### src/rtl/dff_bank_arbiter.sv
// Round-robin arbiter that lets NREQ requesters share one DEPTH x WIDTH bank of
// enabled D flip-flops through a req/gnt/ack handshake; the bank is exported in parallel.
module dff_bank_arbiter #(
    parameter int NREQ  = 4,
    parameter int WIDTH = 8,
    parameter int DEPTH = 4
) (
    input  logic                   clk,
    input  logic                   rst_n,
    input  logic [NREQ-1:0]        req,
    input  logic [NREQ*$clog2(DEPTH)-1:0] wr_addr,
    input  logic [NREQ*WIDTH-1:0]  wr_data,
    output logic [NREQ-1:0]        gnt,
    output logic [NREQ-1:0]        ack,
    output logic [DEPTH*WIDTH-1:0] bank_q,
    output logic                   busy
);

    localparam int AW = $clog2(DEPTH);
    localparam int IW = $clog2(NREQ);
    localparam int SW = IW + 1;

    typedef enum logic [0:0] {IDLE = 1'b0, XFER = 1'b1} state_t;

    state_t              state_reg, state_next;
    logic [IW-1:0]       rr_ptr_reg, rr_ptr_next;
    logic [IW-1:0]       win_reg, win_next;
    logic [NREQ-1:0]     gnt_reg, gnt_next;
    logic [NREQ-1:0]     ack_reg, ack_next;

    logic [AW-1:0]       addr_arr [NREQ];
    logic [WIDTH-1:0]    data_arr [NREQ];
    logic [WIDTH-1:0]    bank_reg [DEPTH];

    logic                found;
    logic [IW-1:0]       win_idx;
    logic [SW-1:0]       sum;
    logic [IW-1:0]       cand;

    logic                wr_en;
    logic [AW-1:0]       wr_sel_addr;
    logic [WIDTH-1:0]    wr_sel_data;

    // Unpack the per-requester slices so the winner can be selected by index.
    generate
        for (genvar gi = 0; gi < NREQ; gi++) begin : g_unpack
            assign addr_arr[gi] = wr_addr[gi*AW +: AW];
            assign data_arr[gi] = wr_data[gi*WIDTH +: WIDTH];
        end
    endgenerate

    // First set request at or after rr_ptr, wrapping at NREQ.
    always_comb begin
        found   = 1'b0;
        win_idx = '0;
        sum     = '0;
        cand    = '0;
        for (int k = 0; k < NREQ; k++) begin
            sum = {1'b0, rr_ptr_reg} + SW'(k);
            if (sum >= SW'(NREQ)) begin
                sum = sum - SW'(NREQ);
            end
            cand = sum[IW-1:0];
            if (!found && req[cand]) begin
                found   = 1'b1;
                win_idx = cand;
            end
        end
    end

    always_ff @(posedge clk) begin
        if (!rst_n) begin
            state_reg  <= IDLE;
            rr_ptr_reg <= '0;
            win_reg    <= '0;
            gnt_reg    <= '0;
            ack_reg    <= '0;
        end else begin
            state_reg  <= state_next;
            rr_ptr_reg <= rr_ptr_next;
            win_reg    <= win_next;
            gnt_reg    <= gnt_next;
            ack_reg    <= ack_next;
        end
    end

    always_comb begin
        state_next = state_reg;
        case (state_reg)
            IDLE:    state_next = found ? XFER : IDLE;
            XFER:    state_next = IDLE;
            default: state_next = IDLE;
        endcase
    end

    // An XFER always returns to IDLE; a dropped req turns it into a silent abort.
    always_comb begin
        gnt_next    = '0;
        ack_next    = '0;
        win_next    = win_reg;
        rr_ptr_next = rr_ptr_reg;
        wr_en       = 1'b0;
        wr_sel_addr = addr_arr[win_reg];
        wr_sel_data = data_arr[win_reg];
        case (state_reg)
            IDLE: begin
                if (found) begin
                    gnt_next[win_idx] = 1'b1;
                    win_next          = win_idx;
                end
            end
            XFER: begin
                rr_ptr_next = (win_reg == IW'(NREQ-1)) ? '0 : win_reg + 1'b1;
                if (req[win_reg]) begin
                    wr_en             = 1'b1;
                    ack_next[win_reg] = 1'b1;
                end
            end
            default: begin
                gnt_next = '0;
            end
        endcase
    end

    generate
        for (genvar gi = 0; gi < DEPTH; gi++) begin : g_bank
            always_ff @(posedge clk) begin
                if (!rst_n) begin
                    bank_reg[gi] <= '0;
                end else if (wr_en && (wr_sel_addr == AW'(gi))) begin
                    bank_reg[gi] <= wr_sel_data;
                end
            end
            assign bank_q[gi*WIDTH +: WIDTH] = bank_reg[gi];
        end
    endgenerate

    assign gnt  = gnt_reg;
    assign ack  = ack_reg;
    assign busy = (state_reg == XFER);

    a_gnt_onehot: assert property (@(posedge clk) disable iff (!rst_n) $onehot0(gnt_reg));
    a_ack_onehot: assert property (@(posedge clk) disable iff (!rst_n) $onehot0(ack_reg));
    a_gnt_ack_excl: assert property (@(posedge clk) disable iff (!rst_n) (gnt_reg & ack_reg) == '0);

endmodule

### config.mk
export PLATFORM = sky130hd
export DESIGN_NAME = dff_bank_arbiter
export DESIGN_NICKNAME = d
export VERILOG_FILES = /design/src/rtl/dff_bank_arbiter.sv
export SDC_FILE = /design/constraint.sdc
export NUM_CORES = 1
export LEC_CHECK = 0
export CORE_MARGIN = 2
export CORE_UTILIZATION = 42
export DETAILED_ROUTE_END_ITERATION = 7
export MAX_ROUTING_LAYER = met4
export PLACE_DENSITY = 0.85
export SLEW_MARGIN = 20
export SYNTH_ARGS = -nofsm -noshare
export SYNTH_HDL_FRONTEND = slang
export SYNTH_SLANG_ARGS = --single-unit
### constraint.sdc
create_clock -name clk -period 2.5 [get_ports clk]
set_input_delay 0.375 -clock clk [delete_from_list [all_inputs] [get_ports clk]]
set_output_delay 0.375 -clock clk [all_outputs]
set_load 0.01 [all_outputs]
-- Word level (Yosys, flattened, before mapping)
Memory sizes are Yosys's and may differ from the RTL's.
Index checks and enable logic that the tools add are counted.
- register bits after elaboration: 13
- memory bits (writable): 32
- input port bits: 46
- memories: 1
- $add $sub $neg: 8
- $lt $le $gt $ge: 13
- equal/unequal tests: 4
- multiplexer cells: 54
- bitwise logic cells: 8
- reduce and logical (&&, ||, !) cells: 16
- memory list (name ; words ; width ; rd ports ; clocked after memory_dff ; write ports ; line ; RTL):
    bank_reg ; 4 ; 8 ; 4 ; 0 ; 4 ; 33 ; logic [WIDTH-1:0] bank_reg [DEPTH];
- operators by type and width (operator ; number):
    8-bit 2-to-1 mux ; 6
    1-bit 2-to-1 mux ; 27
    2-bit 2-to-1 mux ; 11
    2-bit by 3-bit less-than comparator with 1-bit output, second input constant ; 6
    8-bit binary-select mux with 2-bit select ; 1
    3-bit >= comparator, second input constant ; 4
    1-bit binary-select mux with 2-bit select ; 5
    1-bit logical AND ; 9
    2-bit by 1-bit subtractor with 2-bit output, second input constant ; 4
    2-bit by 2-bit adder with 3-bit output, second input constant ; 2
    2-bit == test, second input constant ; 3
    2-bit binary-select mux with 2-bit select ; 1
    1-bit demux with 2-bit select ; 2
    2-bit by 1-bit >= comparator with 1-bit output, second input constant ; 2
    1-bit OR ; 4
    2-bit by 1-bit adder with 3-bit output, second input constant ; 1
    2-bit by 3-bit >= comparator with 1-bit output, second input constant ; 1
    1-bit zero test ; 3
    1-bit inverter ; 3
    2-bit inverter with 3-bit output ; 1
    3-bit AND reduction ; 1
    3-bit OR reduction ; 1
    2-bit by 1-bit adder with 2-bit output, second input constant ; 1
    2-bit by 1-bit == test with 1-bit output, second input constant ; 1
    3 further kinds ; 3

-- Longest topological paths before layout
Gate-level depths: netlist (run 1).
- depth in word-level cells: 18
- depth in mapped cells: 6
- mapped depth without buffers: 4

-- Least setup slack after synthesis (run 1)
OpenSTA, ideal clock, no wires.
- path type: register to register
- from: register win_reg[0]
- to: memory bank_reg[0][0] (enable)
- arrival time: 1956 ps
- path slack: 160 ps
- stages on the path, launching flop included: 5
- path buffers: 1
- clock period less this slack: 2340 ps
- path through: dfxtp_1 buf_2 mux4_2 or2_1 o21ai_0
- RTL lines (element ; line ; RTL):
    from (decl) ; 27 ; logic [IW-1:0] win_reg, win_next;
    from (signal assigned) ; 81 ; win_reg <= win_next;
    to (decl) ; 33 ;

==> run_results.csv, run 1 <==
group,metric,value,unit
cells_and_area,largest_reg_flops,32,
worst_setup_path,cpPeakStageDelay,530,ps
cells_and_area,n_antenna_cell,0,
routing,ant_nets,0,
yosys,synth_top_area_share,46.49,%
yosys,yosysWarnings,0,
timing,rsz0062_at_grt,"no",
cells_and_area,fin_nets,295,
min_path,hold_path_class,"reg -> reg",
cells_and_area,final_core_utilization,65.56,%
cells_and_area,fill_cells,373,
routing,firstDrtPassIters,6,
timing,final.min_clock_period,2043,ps
floorplan,rows,25,
clock_tree,ctsResizeCount,0,
floorplan,design.die.area,5498,um2
grt,grt_pass1_vias,1562,
grt,grt_max_degree,14,
clock_tree,cts_tree,"done",
timing,relSlewSlack,65.54,%
yosys,syn_area_per_cell,13.51,um2
clock_tree,postCtsSetupBuffers,0,
worst_setup_path,cp_num_buf_inv,1,
worst_setup_path,crit_family,"simple AND/OR/NAND/NOR gates",
floorplan,initial_core_util,43.76,%
clock_tree,cts_hold_repair.buffers,0,
routing,wl,4624,um
cells_and_area,final_common_cell,"clkdlybuf4s50_1",
grt,grt_use_total,18.48,%
floorplan,core-area,4723,um2
floorplan,pin_count,87,
yosys,async_reset_ff_share,0,%
timing,setup_tns,0,ps
placed_design,dp_slack,169.3,ps
worst_setup_path,cp.arrival,2070,ps
grt,antenna_found_initial,0,
placed_design,io_buffers,86,
clock_tree,clk_transition_reported_paths,80,ps
routing,vias,1526,
timing,setup_violations,0,
cells_and_area,fin_cells,312,
yosys,synth_ff_type,"edfxtp_1",
placed_design,place_area,3020,um2
yosys,ys_ff_latch,45,
placed_design,place_hpwl,3681,um
timing,tightest_slew,512.1,ps
yosys,synth_edf_count,32,
clock_tree,worstSkewPairLatency,280,ps
cells_and_area,drive_above_1_share,12.65,%
timing,hold_viol,0,
clock_tree,cts_made_buffers,5,
cells_and_area,final_cell_mix,"clkdlybuf4s50_1 (86), edfxtp_1 (32), and2_1 (21)",
yosys,synth_largest_area_cell,"edfxtp_1",
clock_tree,cts_max_path_buffers,2,
clock_tree,cts_root_buf,"clkbuf_8",
floorplan,dieHeight,74.15,um
placed_design,routabilityCongestion,0.7748,
grt,grt_pass1_wl,7238,um
yosys,ys_seq_area_share,59.08,%
yosys,synth_cells,153,
worst_setup_path,critPathRequiredTime,2530,ps
clock_tree,h-tree-depth,2,
placed_design,dp.cells,305,
pwr,power.density,514.0,nW/um2
timing,clock_skew,4.372,ps
timing,setup_slack,457.3,ps
floorplan,dieWidth,74.15,um
yosys,synth_area_leaders,"edfxtp_1 (46%), dfxtp_1 (13%), mux4_2 (12%)",
cells_and_area,final_cell_area,3097,um2
timing,whs,572.8,ps
pwr,cellLeakagePower,1.114,nW
routing,drc,0,
pwr,peakVddDrop,0.2707,mV
clock_tree,clock-sinks,45,
worst_setup_path,cp-start-kind,"primary input",
pwr,power,1.592,mW
status,status,"finished clean",
yosys,yosysUniqueCellTypes,32,
job,cap_viol_max_count,0,
timing,max_freq,489.5,MHz
worst_setup_path,crit_path_end_kind,"flip-flop",
yosys,synth.net_count,203,
timing,final_max_slew_viol_count,0,
routing,drt-wirelength-per-cell,14.82,um
timing,timing.final.crit_share,81.71,%
yosys,netlist_area,2067,um2
routing,viasPerCell,4.891,
routing,drtIter0Drc,109,
worst_setup_path,crit_type,"in -> reg",
cells_and_area,area_delta_synth_final,49.82,%
worst_setup_path,slowest_stage,"mux4_2",
worst_setup_path,cp_cell_sequence,"clkdlybuf4s50_1 -> mux4_2 -> nand3_2 -> or2_1 -> nor2b_2",
grt,overflow,0,
worst_setup_path,path_max_fanout,10,
synthesized netlist by cell type (all sizes together) (2+ instances only):
library cell,number
inv,8
edfxtp,32
ha,4
buf,4
nand2,4
and2,21
or2,2
nand2b,2
a21boi,2
a21oi,2
nor2b,10
nor2,13
o21ai,6
mux2i,3
clkbuf,3
mux4,11
nor3,3
dfxtp,13
cells by family (layout without fill, tap and decap cells):
kind of cell,Yosys count,after routing,share of synthesized area [%]
AND/OR/NAND/NOR,60,60,17.25
multiplexers,14,14,13.44
AO/OA/AOI/OAI,15,15,4.601
flip-flops,45,45,59.08
adder cells (fa/ha/maj),4,4,2.421
buffers and inverters,15,107,3.208
worst min-delay path, delay by kind of cell, from the launching register on:
| kind | cells | cell delay [ps] |
|---|---|---|
| flops | 1 | 340 |
| simple gates | 1 | 60 |
| mux | 1 | 130 |
power breakdown:
part / switching (mW) / internal, mW / total [mW]
clock network: 0.221 / 0.189 / 0.410
registers: 0.0234 / 0.839 / 0.862
logic: 0.128 / 0.192 / 0.320
total: 0.372 / 1.22 / 1.59
routing by layer:
metal / GRT usage (%) / routed length [um] / vias to the layer above
met5: - / 0 / -
met1: 21.31 / 1856 / 724
li1: - / - / 730
met3: 4.743 / 372 / 5
met4: 5.455 / 42 / 0
met2: 31.75 / 2353 / 67
final cells by class:
| class | instances | area (um2) | area share (%) |
|---|---|---|---|
| clock buffers | 6 | 72.57 | 2.343 |
| flip-flops and latches | 45 | 1221 | 39.43 |
| inverters | 8 | 30.03 | 0.9697 |
| repair buffers | 92 | 905.9 | 29.25 |
| well taps | 67 | 83.83 | 2.707 |
| multi-input cells | 93 | 779.5 | 25.17 |
| clock inverters | 1 | 3.754 | 0.1212 |
worst paths after layout:
path / cells after the start / endpoint / from / slack (ps)
worst max register to register: 4 / bank_reg[0][5] / win_reg[0] / 530
worst max-delay path: 5 / bank_reg[1][3] / req[3] / 460
worst min register to register: 2 / rr_ptr_reg[0] / rr_ptr_reg[0] / 570
worst min-delay path: 2 / rr_ptr_reg[0] / rr_ptr_reg[0] / 570
(Power assumes the default switching activity.)
==> run 2: changes to the inputs <==
==> constraint.sdc (replaced) <==
create_clock -name clk -period 2.1 [get_ports clk]
set_input_delay 0.315 -clock clk [delete_from_list [all_inputs] [get_ports clk]]
set_output_delay 0.315 -clock clk [all_outputs]
set_load 0.01 [all_outputs]
==> run 2 against run 1 <==
Hold slack worse by 5.9 ps; register-to-register slack worse by 390 ps; sequential power grew 18%; power increased by 29%; critical path depth shrank 1; via count increased by 2.2%; final cell count rose by 2.6%; clock skew grew 1.7 ps; critical endpoint is now bank_reg[0][6].
==> run_results.csv, run 2 (same netlist as run 1, synthesis figures left out) <==
group,metric,value,unit
clock_tree,clock-sinks,45,
min_path,hold_depth,2,
clock_tree,cts_hold_repair.buffers,0,
timing,hold_viol,0,
grt,grt_use_total,20.17,%
clock_tree,worstSkewPairLatency,300,ps
cells_and_area,n_antenna_cell,0,
pwr,cellLeakagePower,1.160,nW
clock_tree,cts_tree,"done",
pwr,power.density,647.0,nW/um2
min_path,hold_path_class,"reg -> reg",
pwr,p_switching,0.4698,mW
grt,grt_max_degree,14,
timing,max_freq,509.4,MHz
routing,viasPerCell,4.875,
worst_setup_path,crit_type,"reg -> reg",
placed_design,dp_slack,-71.98,ps
clock_tree,ctsResizeCount,0,
worst_setup_path,cp-start-kind,"flip-flop",
routing,drtIter0Drc,54,
placed_design,io_buffers,86,
clock_tree,cts_max_path_buffers,2,
timing,rsz0062_at_grt,"no",
timing,setup_violations,0,
cells_and_area,final_common_cell,"clkdlybuf4s50_1",
placed_design,place_hpwl,3884,um
floorplan,initial_core_util,43.76,%
routing,drt-wirelength-per-cell,15.35,um
worst_setup_path,ff2ff_path_depth,4,
cells_and_area,final_cell_mix,"clkdlybuf4s50_1 (86), edfxtp_1 (32), and2_1 (21)",
floorplan,pin_count,87,
clock_tree,clk_transition_reported_paths,80,ps
grt,antenna_found_initial,0,
worst_setup_path,cp.arrival,1980,ps
timing,timing.final.crit_share,93.48,%
pwr,pwr-share-seq,49.8,%
clock_tree,cts_made_buffers,5,
clock_tree,cts_root_buf,"clkbuf_8",
floorplan,rows,25,
worst_setup_path,critPathRequiredTime,2120,ps
job,cap_viol_max_count,0,
worst_setup_path,crit_path_end_kind,"flip-flop",
cells_and_area,final_cell_area,3179,um2
timing,setup_slack,136.9,ps
cells_and_area,fin_cells,320,
routing,vias,1560,
routing,ant_nets,0,
cells_and_area,largest_reg_flops,32,
timing,setup_tns,0,ps
placed_design,place_area,3073,um2
routing,drc,0,
timing,tightest_slew,565.1,ps
pwr,p_sw_share,22.84,%
timing,final.min_clock_period,1963,ps
routing,firstDrtPassIters,4,
routing,wl,4912,um
clock_tree,postCtsSetupBuffers,0,
grt,overflow,0,
worst_setup_path,path_max_fanout,8,
pwr,power_frac_comb,19.4,%
floorplan,core-area,4723,um2
clock_tree,h-tree-depth,2,
pwr,p_int,1.587,mW
cells_and_area,final_core_utilization,67.31,%
cells_and_area,fin_nets,302,
timing,clock_skew,6.064,ps
pwr,peakVddDrop,0.3605,mV
grt,grt_pass1_vias,1597,
cells_and_area,drive_above_1_share,15.42,%
timing,final_max_slew_viol_count,0,
placed_design,routabilityCongestion,0.8952,
floorplan,dieWidth,74.15,um
placed_design,dp.cells,312,
status,status,"finished clean",
cells_and_area,area_delta_synth_final,53.81,%
floorplan,dieHeight,74.15,um
grt,grt_pass1_wl,7810,um
timing,relSlewSlack,61.98,%
pwr,clockPowerShare,30.8,%
floorplan,design.die.area,5498,um2
-- run 2: critical path, stage by stage (launching register included) --
cell     delay [ps]
dfxtp_1         450
mux4_2          580
or2_1           300
o21ai_1         150
buf_4           190
-- run 2: worst paths after layout --
| path | start | to | slack [ps] |
|---|---|---|---|
| min reg2reg | rr_ptr_reg[0] | rr_ptr_reg[0] | 570 |
| min | rr_ptr_reg[0] | rr_ptr_reg[0] | 570 |
| max reg2reg | win_reg[0] | bank_reg[0][6] | 140 |
| max | win_reg[0] | bank_reg[0][6] | 140 |
-- run 2: final cells by class --
type / count / area, um2
Clock buffer: 6 / 72.57
Timing Repair Buffer: 99 / 958.4
Tap cell: 67 / 83.83
Fill cell: 363 / 1544
Inverter: 8 / 30.03
Sequential cell: 45 / 1221
Multi-Input combinational cell: 93 / 779.5
Clock inverter: 2 / 33.78
-- run 2: layer usage --
layer,share of wire [%],track usage [%],up-vias,wire length [um]
li1,-,-,746,-
met1,39,22.46,740,1931
met2,53,35.81,68,2599
met3,6.5,4.743,6,318
met4,1.3,6.061,0,63
met5,0,-,-,0
-- run 2: power groups by stage --
stage          combinational [mW]  sequential [mW]  clock (mW)
2_1_floorplan               0.158             1.06           0
3_3_place_gp                0.392             1.04           0
3_5_place_dp                0.402             1.04           0
4_1_cts                     0.404             1.02       0.647
5_1_grt                     0.433             1.03       0.680
6_report                    0.400             1.02       0.634
-- run 2: per-stage QoR --
| step | hold slack (ps) | total power [mW] |
|---|---|---|
| 2_1_floorplan | 522.1 | 1.216 |
| 3_3_place_gp | 542.5 | 1.435 |
| 3_5_place_dp | 551.3 | 1.446 |
| 4_1_cts | 565.9 | 2.075 |
| 5_1_grt | 583.5 | 2.142 |
| 6_report | 566.9 | 2.057 |
